==> src/rtl/btn_conditioner.sv <==
// Debounces NBTN raw buttons (2-flop sync + per-button counter; level moves DEBOUNCE_CYCLES+2 edges after the pin settles)
// and latches rising edges as pending events drained lowest-index-first via press_valid/press_ack, one per acked cycle.
module btn_conditioner #(
    parameter int NBTN            = 5,
    parameter int DEBOUNCE_CYCLES = 500000,
    parameter int CNT_W           = 20,
    parameter bit BTN_ACTIVE      = 1'b1
) (
    input  logic            clk,
    input  logic            rst,
    input  logic [NBTN-1:0] btn_in,
    output logic [NBTN-1:0] btn_level,
    output logic            press_valid,
    output logic [2:0]      press_code,
    output logic            press_ovf,
    input  logic            press_ack,
    output logic [NBTN-1:0] pending
);

    localparam logic [CNT_W-1:0] CNT_LAST = CNT_W'(DEBOUNCE_CYCLES - 1);

    logic [NBTN-1:0] w_in;
    logic [NBTN-1:0] r_s1;
    logic [NBTN-1:0] r_s2;
    logic [NBTN-1:0] r_level;
    logic [NBTN-1:0] r_pending;
    logic [NBTN-1:0] r_ovf;
    logic [NBTN-1:0] w_rise;
    logic [NBTN-1:0] w_take;
    logic            w_valid;
    logic [2:0]      w_code;
    logic            w_ovf_sel;

    // Normalise polarity ahead of the synchronizer so everything downstream sees 1 = pressed.
    assign w_in = BTN_ACTIVE ? btn_in : ~btn_in;

    always_ff @(posedge clk or negedge rst) begin
        if (!rst) begin
            r_s1 <= '0;
            r_s2 <= '0;
        end else begin
            r_s1 <= w_in;
            r_s2 <= r_s1;
        end
    end

    genvar gi;
    generate
        for (gi = 0; gi < NBTN; gi++) begin : g_btn
            logic [CNT_W-1:0] r_cnt;

            assign w_rise[gi] = r_s2[gi] & ~r_level[gi] & (r_cnt == CNT_LAST);
            assign w_take[gi] = press_ack & w_valid & (w_code == 3'(gi));

            always_ff @(posedge clk or negedge rst) begin
                if (!rst) begin
                    r_cnt       <= '0;
                    r_level[gi] <= 1'b0;
                end else if (r_s2[gi] == r_level[gi]) begin
                    r_cnt <= '0;
                end else if (r_cnt == CNT_LAST) begin
                    r_cnt       <= '0;
                    r_level[gi] <= r_s2[gi];
                end else begin
                    r_cnt <= r_cnt + 1'b1;
                end
            end

            // A rise coinciding with the take replaces the consumed event, so nothing was lost.
            always_ff @(posedge clk or negedge rst) begin
                if (!rst) begin
                    r_pending[gi] <= 1'b0;
                    r_ovf[gi]     <= 1'b0;
                end else if (w_rise[gi]) begin
                    r_pending[gi] <= 1'b1;
                    r_ovf[gi]     <= (r_pending[gi] & ~w_take[gi]) | (r_ovf[gi] & ~w_take[gi]);
                end else if (w_take[gi]) begin
                    r_pending[gi] <= 1'b0;
                    r_ovf[gi]     <= 1'b0;
                end
            end
        end
    endgenerate

    // Scan from the top down so the lowest set index is the one left standing.
    always_comb begin
        w_code    = 3'd0;
        w_ovf_sel = 1'b0;
        for (int i = NBTN - 1; i >= 0; i--) begin
            if (r_pending[i]) begin
                w_code    = 3'(i);
                w_ovf_sel = r_ovf[i];
            end
        end
    end

    assign w_valid     = |r_pending;
    assign btn_level   = r_level;
    assign pending     = r_pending;
    assign press_valid = w_valid;
    assign press_code  = w_code;
    assign press_ovf   = w_ovf_sel & w_valid;

endmodule
==> config.mk <==
export PLATFORM = sky130hd
export DESIGN_NAME = btn_conditioner
export DESIGN_NICKNAME = d
export VERILOG_FILES = /design/src/rtl/btn_conditioner.sv
export SDC_FILE = /design/constraint.sdc
export NUM_CORES = 1
export LEC_CHECK = 0
export CORE_MARGIN = 2
export CORE_UTILIZATION = 60
export DETAILED_ROUTE_END_ITERATION = 12
export GPL_TIMING_DRIVEN = 0
export PLACE_DENSITY = 0.79
export SKIP_LAST_GASP = 1
export SYNTH_ARGS = -nofsm -noshare
export SYNTH_HDL_FRONTEND = slang
export SYNTH_SLANG_ARGS = --single-unit
==> constraint.sdc <==
create_clock -name clk -period 4.7 [get_ports clk]
set_input_delay 1.175 -clock clk [delete_from_list [all_inputs] [get_ports clk]]
set_output_delay 1.175 -clock clk [all_outputs]
set_load 0.03 [all_outputs]
==> summary.txt, run 1 <==
Logic synthesis
  – Top post-synthesis cells by count: dfrtp_1 (125), nor2_1 (82), nand2_1 (37)
  – Number of flops mapped to enable cells by yosys: 0
  – Syn_nets: 630
  – Mapped Cells: 612
  – Top-area cell type share of the netlist area: 51.5%
  – Post-synth top flop: dfrtp_1
  – Most common cell in the synthesized netlist: dfrtp_1
  – Register area share after synthesis: 51.5%
  – Avg Synthesized Cell Area: 9.92 um2
  – Largest cells by area after synthesis: dfrtp_1 (52%), xnor2_1 (5.2%), nor2_1 (5.1%)
  – Ys async rst share: 100%
  – Synth warnings: 0
  – Post-synthesis register bit count: 125
  – Synthesized cell area: 6070 um2
  – Synth unique cells: 54
  – Largest area contributor in the netlist: dfrtp_1

Finish
  – Area of the multi-input gates: 2760 um2
  – Final nets: 671
  – Finished Layout Cells: 799
  – Fillers: 775
  – Seq. cell area: 3130 um2
  – N_diodes: 0
  – Synth-to-Final Area Change: 16.4%
  – Share of cells above drive strength 1: 8.71%

Drt
  – Post-DRT Antenna Nets: 0
  – WL/cell: 15.3 um
  – Vias per inst: 5.84
  – 1st-iter DRT viols: 255
  – Routed via count: 4664
  – # DRC: 0
  – 1st-pass router iterations: 5
  – Post-Route WL: 12200 um

Floorplan
  – Chip Height: 105 um
  – Ports: 23
  – Core area: 9820 um2
  – # rows: 36
  – Die area: 10900 um2
  – Die X: 105 um
  – Initial core utilization: 61.9%

Status
  – Status: finished clean

STA
  – Final TNS setup: 0 ns
  – Tcrit/Tclk final: 80.6%
  – Clock skew: 0.00785 ns
  – Normalized max-slew margin: 55.4%
  – F_max: 264 MHz
  – Setup violators final: 0
  – RSZ-0062 raised after global routing: no
  – Actual slew at the worst max-slew pin: 0.660 ns
  – Slew Limit Fails: 0
  – Min Clock Period, post-route: 3.79 ns
  – Final hold violations: 0
  – Min Hold Slack: 0.350 ns

Placement
  – Port Buffer Count: 21
  – GPL Wtd Cong: 0.870
  – Placed insts: 767
  – HPWL Detailed: 8130 um

Setup path
  – Crit start category: flop
  – Critical path class: reg2out
  – Critical Path End Type: primary output
  – CP arrival: 2.61 ns
  – Required time of the critical path: 3.52 ns
  – CP max FO: 8

Global routing
  – Vias in the first global route: 4679
  – First-pass GRT wire length: 21600 um
  – Largest net degree at the start of global routing: 86
  – Tot GR Track Use: 24.5%
  – Number of antenna violations at the first check in global routing: 0
  – Remaining global-route overflow: 0

Power
  – Peak supply drop: 0.306 mV
  – Power per standard cell area: 349 nW/um2
  – Static leakage: 2.86 nW

Clock network
  – CTS max path bufs: 2
  – Post-CTS Repair Setup Buffers: 0
  – Clock net sink count: 125
  – H-Tree Depth: 4
  – Cts hold-fix bufs: 0
  – Quantity of gates resized following cts: 0
  – CTS Buf Count: 17
  – Root buf cell: clkbuf_8
  – Clk_lat worst skew: 0.53 ns
  – CTS tree: yes
  – Clock transition at path regs: 0.06 ns

Flow run
  – Max cap viols: 0

Hold path
  – Min-Delay Path Class: reg2reg
## cell usage in the layout (no fill, tap or decap), types with 6 or more instances in the layout
| cell | Yosys | layout |
|---|---|---|
| a21oi_1 | 31 | 31 |
| and4_1 | 10 | 10 |
| clkbuf_1 | 9 | 13 |
| clkbuf_16 | 0 | 16 |
| clkbuf_8 | 0 | 7 |
| clkdlybuf4s50_1 | 0 | 20 |
| dfrtp_1 | 125 | 125 |
| ha_1 | 10 | 10 |
| inv_1 | 23 | 23 |
| nand2_1 | 37 | 37 |
| nand3_1 | 31 | 31 |
| nand4_1 | 30 | 30 |
| nor2_1 | 82 | 82 |
| nor3_1 | 13 | 13 |
| nor4_1 | 17 | 17 |
| o21ai_0 | 21 | 21 |
| o31ai_1 | 6 | 6 |
| or3_1 | 23 | 23 |
| or4_1 | 13 | 13 |
| xnor2_1 | 36 | 36 |
| xor2_1 | 27 | 27 |
## metrics by stage
step	total power [mW]	util, %	cell area (um2)	setup WS, ns
3_3_place_gp	1.20	65.7	6450	-2.30
6_report	2.47	72.0	7070	0.912
5_1_grt	2.55	72.0	7070	0.740
3_5_place_dp	1.21	66.0	6480	1.49
4_1_cts	2.49	72.0	7070	0.904
2_1_floorplan	1.16	-	6070	2.12
## registers in the layout, indices dropped and copies added, names as in the netlist
register and cells:
pending 5, g_btn.r_cnt 100, r_s1 5, r_ovf 5
btn_level 5, r_s2 5
## worst max-delay path, stage by stage, from the launching register on
cell	delay (ns)
dfrtp_1	0.40
clkbuf_1	0.19
nor4_1	0.54
and2_1	0.26
clkdlybuf4s50_1	0.69
## path summary, 6_finish.rpt
| check | start | to | cells after the start | slack (ns) |
|---|---|---|---|---|
| setup / recovery | pending[1] | press_code[2] | 4 | 0.91 |
| hold / removal | r_s1[0] | r_s2[0] | 0 | 0.35 |
| setup reg to reg | g_btn[2].r_cnt[0] | g_btn[2].r_cnt[16] | 6 | 2.37 |
| hold reg to reg | r_s1[0] | r_s2[0] | 0 | 0.35 |
| max in group asynchronous | rst | g_btn[4].r_cnt[3] | 2 | 3.42 |
| min in group asynchronous | rst | g_btn[1].r_cnt[11] | 1 | 0.55 |
## layer usage
layer	global-route usage, %	up-vias	share of wire [%]
met4	9.90	0	1.3
met1	31.8	2283	45
met3	5.93	17	3.5
met2	39.8	80	50
met5	0	-	0
li1	-	2284	-
## cell families (layout without fill, tap and decap cells)
logic type      Yosys count  in the layout  share of synthesized area (%)
xor+xnor                 63             63                           9.09
fa+ha+maj                10             10                           2.06
buf+inv                  44             98                           3.11
simple gates            284            284                           25.1
mux                       4              4                          0.742
compound gates           82             82                           8.39
flops                   125            125                           51.5
## report_power, final
group	total, mW	switching (mW)	internal [mW]	leakage [nW]
registers	1.11	0.0134	1.09	1.69
clock network	1.28	0.443	0.838	0.288
logic	0.0790	0.0522	0.0268	0.878
total	2.47	0.508	1.96	2.86
## layout make-up
type | count | area share, %
Clock buffer | 27 | 7.24
Inverter | 23 | 1.22
Multi-Input combinational cell | 443 | 39.0
Timing Repair Buffer | 22 | 3.38
Tap cell | 133 | 2.35
Buffer | 21 | 1.45
Clock inverter | 5 | 1.10
Sequential cell | 125 | 44.3
Note: power is estimated with default switching activity, not from simulation.
==> run 2, diff against run 1 <==
--- a/config.mk
+++ b/config.mk
@@ -6,10 +6,10 @@
 export NUM_CORES = 1
 export LEC_CHECK = 0
 export CORE_MARGIN = 2
-export CORE_UTILIZATION = 60
+export CORE_UTILIZATION = 55
 export DETAILED_ROUTE_END_ITERATION = 12
 export GPL_TIMING_DRIVEN = 0
-export PLACE_DENSITY = 0.79
+export PLACE_DENSITY = 0.76
 export SKIP_LAST_GASP = 1
 export SYNTH_ARGS = -nofsm -noshare
 export SYNTH_HDL_FRONTEND = slang
==> constraint.sdc (replaced) <==
create_clock -name clk -period 3.4 [get_ports clk]
set_input_delay 0.85 -clock clk [delete_from_list [all_inputs] [get_ports clk]]
set_output_delay 0.85 -clock clk [all_outputs]
set_load 0.03 [all_outputs]
==> summary.txt, run 2 (synthesis gave the netlist of run 1 again) <==
Setup path
  – Slowest CP cell: clkdlybuf4s50_1
  – Critical Path End Type: primary output
  – Critical path class: reg2out
  – R2r setup slk: 1.09 ns (-1.28 ns)
  – CP arrival: 2.44 ns (-0.17 ns)
  – Worst path max stage delay: 0.69 ns (about the same)
  – Cells on worst reg2reg path: 6 (unchanged)
  – Top cell family by delay on the critical path: buffers and inverters
  – Instance count on the critical path: 4 (unchanged)
  – Crit start category: flop
  – Buf/Inv on CP: 2 (unchanged)
  – CP max FO: 8 (unchanged)
  – Required time of the critical path: 2.55 ns (-0.97 ns)
  – Crit-path cells: clkbuf_1 > nor4_4 > and2_1 > clkdlybuf4s50_1

Global routing
  – Number of antenna violations at the first check in global routing: 0 (unchanged)
  – Tot GR Track Use: 23.9% (-0.56 points)
  – Vias in the first global route: 4795 (+2.5%)
  – Remaining global-route overflow: 0 (unchanged)
  – First-pass GRT wire length: 22000 um (+1.8%)
  – Largest net degree at the start of global routing: 65 (-24%)

STA
  – RSZ-0062 raised after global routing: yes
  – F_max: 304 MHz
  – Clock skew: 0.00689 ns (-0.000956 ns)
  – Tcrit/Tclk final: 96.6%
  – Actual slew at the worst max-slew pin: 0.675 ns (+0.0150 ns)
  – Normalized max-slew margin: 54.4% (-1.0 points)
  – Setup violators final: 0 (unchanged)
  – Slew Limit Fails: 0 (unchanged)
  – Min Hold Slack: 0.299 ns (-0.0511 ns)
  – Final hold violations: 0 (unchanged)
  – Min Clock Period, post-route: 3.29 ns

Clock network
  – CTS tree: yes
  – Clock net sink count: 125 (unchanged)
  – Clock transition at path regs: 0.05 ns (about the same)
  – Cts hold-fix bufs: 0 (unchanged)
  – CTS Buf Count: 17 (unchanged)
  – Clk_lat worst skew: 0.53 ns (about the same)
  – Root buf cell: clkbuf_8
  – H-Tree Depth: 4 (unchanged)
  – CTS max path bufs: 2 (unchanged)

Power
  – Share of total power in combinational logic: 3.0% (-0.2 points)
  – Sw frac: 20.0% (-0.57 points)
  – Static leakage: 2.91 nW (+1.6%)
  – Power per standard cell area: 513 nW/um2 (+47%)
  – Sequential share of power: 41.6% (-3.3 points)
  – Power share of the clock group: 55.4% (+3.5 points)
  – Peak supply drop: 0.575 mV (+88%)
  – Pint: 2.94 mW (+50%)
  – Switching power of the nets: 0.737 mW (+45%)
  – Total power: 3.68 mW (+49%)

Drt
  – Post-Route WL: 12600 um (+3.4%)
  – Post-DRT Antenna Nets: 0 (unchanged)
  – WL/cell: 15.7 um (+2.6%)
  – 1st-pass router iterations: 6 (+1)
  – 1st-iter DRT viols: 277 (+8.6%)
  – Routed via count: 4738 (+1.6%)
  – Vias per inst: 5.89 (+0.83%)
  – # DRC: 0 (unchanged)

Finish
  – Most frequent cells in the layout: dfrtp_1 (125), nor2_1 (82), nand2_1 (37)
  – Synth-to-Final Area Change: 18.0%
  – Number of flip-flops in the largest register: 100 (unchanged)
  – Util after Layout: 66.4% (-5.6 points)
  – Most common cell after layout, fill and taps aside: dfrtp_1
  – Fillers: 837 (+8.0%)
  – Share of cells above drive strength 1: 9.32% (+0.61 points)
  – Final nets: 670 (-0.15%)
  – Biggest register: g_btn.r_cnt
  – N_diodes: 0 (unchanged)

Floorplan
  – Die X: 109 um (+4.3%)
  – Die area: 11900 um2 (+8.7%)
  – Initial core utilization: 56.3% (-5.6 points)
  – # rows: 38 (+5.6%)
  – Chip Height: 109 um (+4.3%)
  – Core area: 10800 um2 (+9.9%)
  – Ports: 23 (unchanged)

Placement
  – HPWL Detailed: 8450 um (+3.9%)
  – GPL Wtd Cong: 0.885 (+1.7%)
  – Port Buffer Count: 21 (unchanged)

Hold path
  – Min-Delay Path Class: in2async

Status
  – Status: finished clean

Flow run
  – Max cap viols: 0 (unchanged)
run 2: what timing repair did:
item                                    CTS  global route
hold endpoints to repair                  0             0
endpoints found under the setup margin    1             1
resized for setup                         1             1
gates cloned                              0             0
setup buffers                             0             0
run 2: area by class of cell:
| class | count | area, um2 | share of cell area, % |
|---|---|---|---|
| Inverter | 23 | 86.3 | 1.20 |
| Timing Repair Buffer | 22 | 239 | 3.33 |
| Sequential cell | 125 | 3130 | 43.6 |
| Clock inverter | 11 | 211 | 2.95 |
| Clock buffer | 21 | 459 | 6.40 |
| Multi-Input combinational cell | 443 | 2770 | 38.7 |
| Tap cell | 140 | 175 | 2.44 |
| Buffer | 20 | 98.8 | 1.38 |
run 2: path summary, 6_finish.rpt:
| check | from | end |
|---|---|---|
| max | pending[1] | press_code[2] |
| min | rst | g_btn[1].r_cnt[12] |
| max reg2reg | g_btn[2].r_cnt[0] | g_btn[2].r_cnt[11] |
| min reg2reg | r_s1[0] | r_s2[0] |
| max in group asynchronous | rst | g_btn[2].r_cnt[11] |
| min in group clk | r_s1[0] | r_s2[0] |
run 2: per-stage QoR:
stage	worst slack [ns]	TNS, ns	std cells	instance area (um2)
after floorplan	1.14	0	612	6070
after global routing	-0.0190	-0.0190	805	7170
after detailed placement	0.510	0	774	6490
after global placement	-3.27	-407.94	773	6460
final	0.115	0	805	7170
after CTS	0.0523	0	806	7160
run 2: power groups by stage:
stage	logic, mW	clock network (mW)	registers, mW
6_report	0.111	2.04	1.53
3_5_place_dp	0.113	0	1.56
5_1_grt	0.129	2.13	1.53
4_1_cts	0.114	2.06	1.53
2_1_floorplan	0.0572	0	1.55
3_3_place_gp	0.105	0	1.55
run 2: layer usage:
layer	share of wire (%)	GRT usage, %	vias to the layer above
met3	4.3	7.05	18
li1	-	-	2277
met2	50	38.9	104
met5	0	0	-
met1	44	29.8	2339
met4	1.6	10.3	0
run 2: worst register-to-register path: cells and delay by family (launching register included):
kind                       cells  cell delay (ns)
AOI/OAI and AO/OA              1             0.39
adders and majority gates      1             0.24
buffers and inverters          1             0.26
and+or+nand+nor                3             0.91
DFF                            1             0.39
